==> src/rtl/core_ibex_rvfi_retire_buffer.sv <==
// Capture buffer for RVFI retirement records: compacts up to NRET retirements per cycle
// into a FIFO, presents them one at a time and tracks order continuity and overflow drops.
module core_ibex_rvfi_retire_buffer #(
  parameter int unsigned NRET   = 2,
  parameter int unsigned DEPTH  = 16,
  parameter int unsigned DROP_W = 16
) (
  input  logic                       clk_i,
  input  logic                       rst_ni,
  input  logic [NRET-1:0]            rvfi_valid_i,
  input  logic [NRET*64-1:0]         rvfi_order_i,
  input  logic [NRET*32-1:0]         rvfi_insn_i,
  input  logic [NRET-1:0]            rvfi_trap_i,
  input  logic [NRET*32-1:0]         rvfi_pc_rdata_i,
  input  logic [NRET*32-1:0]         rvfi_pc_wdata_i,
  input  logic [NRET*5-1:0]          rvfi_rd_addr_i,
  input  logic [NRET*32-1:0]         rvfi_rd_wdata_i,
  input  logic                       flush_i,
  output logic                       out_valid_o,
  input  logic                       out_ready_i,
  output logic [63:0]                out_order_o,
  output logic [31:0]                out_insn_o,
  output logic                       out_trap_o,
  output logic [31:0]                out_pc_rdata_o,
  output logic [31:0]                out_pc_wdata_o,
  output logic [4:0]                 out_rd_addr_o,
  output logic [31:0]                out_rd_wdata_o,
  output logic [$clog2(DEPTH+1)-1:0] count_o,
  output logic                       overflow_o,
  output logic [DROP_W-1:0]          drop_cnt_o,
  output logic                       order_err_o
);

  localparam int unsigned PTR_W = (DEPTH > 1) ? $clog2(DEPTH) : 1;
  localparam int unsigned CNT_W = $clog2(DEPTH + 1);

  typedef struct packed {
    logic [63:0] order;
    logic [31:0] insn;
    logic        trap;
    logic [31:0] pc_rdata;
    logic [31:0] pc_wdata;
    logic [4:0]  rd_addr;
    logic [31:0] rd_wdata;
  } rec_t;

  rec_t             mem [DEPTH];
  rec_t             lane_rec [NRET];
  logic             slot_en  [NRET];
  logic [PTR_W-1:0] slot_ptr [NRET];

  logic [PTR_W-1:0]  wr_ptr_q, rd_ptr_q;
  logic [CNT_W-1:0]  count_q, count_d, free, stored, dropped;
  logic [DROP_W-1:0] drop_cnt_q, drop_cnt_d;
  logic [DROP_W:0]   drop_sum;
  logic              overflow_q, order_err_q, order_err_d;
  logic              exp_armed_q, exp_armed_d;
  logic [63:0]       exp_q, exp_d;
  logic              pop;
  rec_t              head;

  always_comb begin
    for (int k = 0; k < NRET; k++) begin
      lane_rec[k] = '{order:    rvfi_order_i[k*64 +: 64],
                      insn:     rvfi_insn_i[k*32 +: 32],
                      trap:     rvfi_trap_i[k],
                      pc_rdata: rvfi_pc_rdata_i[k*32 +: 32],
                      pc_wdata: rvfi_pc_wdata_i[k*32 +: 32],
                      rd_addr:  rvfi_rd_addr_i[k*5 +: 5],
                      rd_wdata: rvfi_rd_wdata_i[k*32 +: 32]};
    end
  end

  // Compaction and order checking walk the lanes in order; dropped lanes are still checked.
  always_comb begin
    // NOTE: every combinationally assigned signal gets a default first so no latch is inferred.
    free        = CNT_W'(DEPTH) - count_q;
    stored      = '0;
    dropped     = '0;
    exp_armed_d = exp_armed_q;
    exp_d       = exp_q;
    order_err_d = 1'b0;
    for (int k = 0; k < NRET; k++) begin
      slot_en[k]  = 1'b0;
      slot_ptr[k] = wr_ptr_q + PTR_W'(stored);
      if (rvfi_valid_i[k]) begin
        if (stored < free) begin
          slot_en[k] = 1'b1;
          stored     = stored + CNT_W'(1);
        end else begin
          dropped = dropped + CNT_W'(1);
        end
        if (exp_armed_q || exp_armed_d) begin
          if (lane_rec[k].order != exp_d) order_err_d = 1'b1;
        end
        exp_armed_d = 1'b1;
        exp_d       = lane_rec[k].order + 64'd1;
      end
    end
    pop        = (count_q != '0) && out_ready_i;
    count_d    = count_q + stored - CNT_W'(pop);
    drop_sum   = {1'b0, drop_cnt_q} + (DROP_W+1)'(dropped);
    drop_cnt_d = drop_sum[DROP_W] ? '1 : drop_sum[DROP_W-1:0];
  end

  always_ff @(posedge clk_i or negedge rst_ni) begin
    // NOTE: sequential state uses non-blocking assignments only.
    if (!rst_ni) begin
      wr_ptr_q    <= '0;
      rd_ptr_q    <= '0;
      count_q     <= '0;
      overflow_q  <= 1'b0;
      drop_cnt_q  <= '0;
      order_err_q <= 1'b0;
      exp_armed_q <= 1'b0;
      exp_q       <= '0;
    end else if (flush_i) begin
      wr_ptr_q    <= '0;
      rd_ptr_q    <= '0;
      count_q     <= '0;
      overflow_q  <= 1'b0;
      drop_cnt_q  <= '0;
      exp_armed_q <= 1'b0;
      exp_q       <= '0;
    end else begin
      wr_ptr_q    <= wr_ptr_q + PTR_W'(stored);
      rd_ptr_q    <= rd_ptr_q + PTR_W'(pop);
      count_q     <= count_d;
      overflow_q  <= overflow_q | (dropped != '0);
      drop_cnt_q  <= drop_cnt_d;
      order_err_q <= order_err_q | order_err_d;
      exp_armed_q <= exp_armed_d;
      exp_q       <= exp_d;
    end
  end

  // NOTE: the record storage is not reset; empty-state outputs are forced to zero instead.
  always_ff @(posedge clk_i) begin
    if (!flush_i) begin
      for (int k = 0; k < NRET; k++) begin
        if (slot_en[k]) mem[slot_ptr[k]] <= lane_rec[k];
      end
    end
  end

  assign head           = (count_q != '0) ? mem[rd_ptr_q] : '0;
  assign out_valid_o    = (count_q != '0);
  assign out_order_o    = head.order;
  assign out_insn_o     = head.insn;
  assign out_trap_o     = head.trap;
  assign out_pc_rdata_o = head.pc_rdata;
  assign out_pc_wdata_o = head.pc_wdata;
  assign out_rd_addr_o  = head.rd_addr;
  assign out_rd_wdata_o = head.rd_wdata;
  assign count_o        = count_q;
  assign overflow_o     = overflow_q;
  assign drop_cnt_o     = drop_cnt_q;
  assign order_err_o    = order_err_q;

endmodule

==> config.mk <==
export PLATFORM = sky130hd
export DESIGN_NAME = core_ibex_rvfi_retire_buffer
export DESIGN_NICKNAME = d
export VERILOG_FILES = /design/src/rtl/core_ibex_rvfi_retire_buffer.sv
export SDC_FILE = /design/constraint.sdc
export NUM_CORES = 2
export LEC_CHECK = 0
export BUFFER_PORTS_ARGS = -buffer_cell sky130_fd_sc_hd__buf_2
export CORE_MARGIN = 2
export CORE_UTILIZATION = 57
export DETAILED_ROUTE_END_ITERATION = 8
export GPL_TIMING_DRIVEN = 1
export PLACE_DENSITY = 0.84
export SKIP_LAST_GASP = 1
export SLEW_MARGIN = 30
export SYNTH_ARGS = -nofsm -noshare
export SYNTH_HDL_FRONTEND = slang
export SYNTH_SLANG_ARGS = --single-unit
==> constraint.sdc <==
create_clock -name clk_i -period 16.95 [get_ports clk_i]
set_clock_uncertainty 0.05 [all_clocks]
set_input_delay 5.085 -clock clk_i [delete_from_list [all_inputs] [get_ports clk_i]]
set_output_delay 5.085 -clock clk_i [all_outputs]
set_load 0.03 [all_outputs]
==> impl_metrics.json <==
{
  "worstPathMaxFanout": 93,
  "syn-num-nets": 10530,
  "area.growth.synth_to_final_pct": 10.07,
  "start_util": 0.5718,
  "grt.total_usage": 0.3365,
  "pwr_density_cell_nw_per_um2": 129.6,
  "cellLeakagePower_nw": 61.20,
  "synthCells": 10100,
  "grt_setup_unrepaired": "no",
  "hp-class": "register to register",
  "design_area_sq_um": 186600,
  "async_reset_ff_frac": 0.02941,
  "vdd_drop_max_uv": 141.1,
  "worstSkewPairLatency_ps": 960,
  "synth_flop_cell": "edfxtp_1",
  "cts_root_buf": "clkbuf_16",
  "ant_nets": 0,
  "via_count": 101300,
  "layout_worst_path_cycle_share": 0.6363,
  "syn_area_per_cell_sq_um": 16.78,
  "drv_slew": 0,
  "cts_buffers": 343,
  "startpoint_type": "register",
  "place_hpwl_um": 289900,
  "yosysWarningCount": 0,
  "fmax_ghz": 0.09272,
  "hold_viol_final": 0,
  "cap_viol_max_count": 0,
  "nNetsFinal": 10490,
  "setup_viol": 0,
  "wl_per_cell_um": 35.69,
  "outcome": "complete, no violations",
  "totalWireLength_um": 512900,
  "syn_area_sq_um": 169600,
  "drive_gt1_frac": 0.5292,
  "cts_setup_buffers": 0,
  "synthDistinctLibCells": 77,
  "synth_edf_count": 3168,
  "htreeDepth": 5,
  "grt_pass1_vias": 104100,
  "tns_ps": 0,
  "core_sq_um": 296500,
  "fill_cells": 20140,
  "worst_setup_path_end_kind": "output port",
  "use_met3": 0.06714,
  "timing.final.ws_setup_ps": 6165,
  "seq_area_frac_synth": 0.5752,
  "rows": 200,
  "timing.hold.ws_ps": 472.7,
  "worst_ep_required_time_ps": 11810,
  "first_pass_iters": 5,
  "clock-sinks": 3264,
  "top_usage_layer": "met2",
  "clk_pin_slew_ps": 70,
  "met1_usage": 0.4451,
  "min_period_ps": 10790,
  "grt_overflow": 0,
  "die_y_um": 549.4,
  "grt_first_pass_wirelength_um": 736200,
  "cts_tree": "done",
  "pre_cts_ws_ps": 5971,
  "tightest_slew_ps": 1260,
  "antenna_found_initial": 118,
  "ys_ff_latch": 3264,
  "fin_cells": 14370,
  "fp.dieW_um": 549.4,
  "drt_iter0_markers": 14400,
  "dpl-instance-area_sq_um": 175500,
  "use_met2": 0.5332,
  "cts_buffer_depth": 4,
  "die_area_sq_um": 301800,
  "grt_max_degree": 147,
  "vias_per_cell": 7.051,
  "route.detailed.drc": 0,
  "place.gp.congestion": 0.9757,
  "max_slew_margin": 0.1602,
  "ctsResizeCount": 0,
  "critPathKind": "register to output port",
  "hold_buffers": 0,
  "pin_count": 624,
  "portBuffers": 623,
  "crit_arrival_ps": 5650,
  "place_inst": 13650
}
## layout by cell type (no fill, tap or decap), types with 19 or more instances in the layout
cell type,n
nor2b_1,19
a211oi_1,68
inv_1,44
xor2_1,175
dfrtp_1,92
nor3_1,40
a21oi_1,82
nor2_1,167
buf_2,619
mux2_2,3155
clkinv_1,85
buf_12,32
buf_6,21
clkbuf_16,352
mux4_2,990
edfxtp_1,3168
mux2i_1,26
xnor2_1,99
clkinv_2,61
nand2_1,95
nand4_1,56
o21ai_0,45
and2_1,210
nand3_1,67
nor4_1,42
and3_1,29
diode_2,99
bufinv_16,27
ha_1,20
buf_4,114
clkbuf_1,65
and4_1,19
## worst max-delay path, cell delays in order, from the launching register on
cell     delay [ps]
dfrtp_4         720
buf_4           710
buf_12          620
buf_4           770
mux4_2          680
mux4_2          620
and2_1          220
buf_2           180
## stage by stage
stage | power (mW) | util
6_report | 24.18 | 0.6294
5_1_grt | 24.79 | 0.6290
4_1_cts | 24.17 | 0.6282
3_5_place_dp | 16.83 | 0.5917
3_3_place_gp | 16.65 | 0.5903
2_1_floorplan | 14.87 | -
## state kept, by name (all words and copies together), names as in the netlist
register     count
order_err_o      1
exp_armed_q      1
count_o          5
wr_ptr_q         4
overflow_o       1
exp_q           64
rd_ptr_q         4
drop_cnt_o      16
mem           3168
## report_power, final
group / internal [mW] / switching, mW
Combinational: 2.82 / 4.13
Sequential: 9.62 / 0.189
Clock: 4.21 / 3.22
## kinds of logic (layout without fill, tap and decap cells)
kind of cell    after synthesis  after routing  synth area share
simple gates                844            844           0.02743
xor+xnor                    275            275           0.01429
mux                        4171           4171            0.3426
fa+ha+maj                    23             23          0.001830
flops                      3264           3264            0.5752
compound gates              294            294           0.01126
other cells                   0             99                 0
buf+inv                    1232           1460           0.02740
## worst paths after layout
path	end	from	slack, ps	depth (start not counted)
setup / recovery	out_pc_rdata_o[1]	rd_ptr_q[0]	6160	7
hold / removal	overflow_o	overflow_o	470	1
setup reg to reg	mem[12][92]	count_o[0]	9370	19
hold reg to reg	overflow_o	overflow_o	470	1
max in group asynchronous	exp_q[55]	rst_ni	11390	2
min in group asynchronous	exp_q[6]	rst_ni	4070	1
## area by class of cell
| type | instances | area [sq um] | share of cell area |
|---|---|---|---|
| inverters | 48 | 187.7 | 0.001006 |
| clock inverters | 197 | 1789 | 0.009587 |
| diodes | 99 | 247.7 | 0.001327 |
| well taps | 3939 | 4928 | 0.02641 |
| clock buffers | 417 | 9052 | 0.04850 |
| flip-flops and latches | 3264 | 97550 | 0.5227 |
| repair buffers | 798 | 5161 | 0.02765 |
| multi-input cells | 5607 | 67710 | 0.3628 |
## synth_stat cells, drive strengths merged, types with 12 or more instances
library cell	instances	share of area
nand2b	15	0.00055
nor2b	19	0.00070
nor3	40	0.0012
and4	19	0.00098
nand3b	15	0.00066
or3	18	0.00066
clkbuf	1082	0.024
buf	102	0.0024
a21oi	82	0.0024
nand4	59	0.0023
dfrtp	96	0.014
mux2	3155	0.21
nand2	107	0.0024
nor4	47	0.0020
inv	44	0.00097
nand3	72	0.0022
mux4	990	0.13
xnor2	99	0.0051
and2	210	0.0077
and3	29	0.0011
nor2	167	0.0037
ha	20	0.0015
or4	12	0.00058
mux2i	26	0.0015
xor2	175	0.0090
a211oi	68	0.0030
edfxtp	3168	0.56
o21ai	61	0.0018
## per-layer routing
metal / routed length (um) / up-vias
li1: - / 40240
met1: 186600 / 52960
met2: 244000 / 6677
met3: 53510 / 1365
met4: 28240 / 78
met5: 483 / -
(Power assumes the default switching activity.)
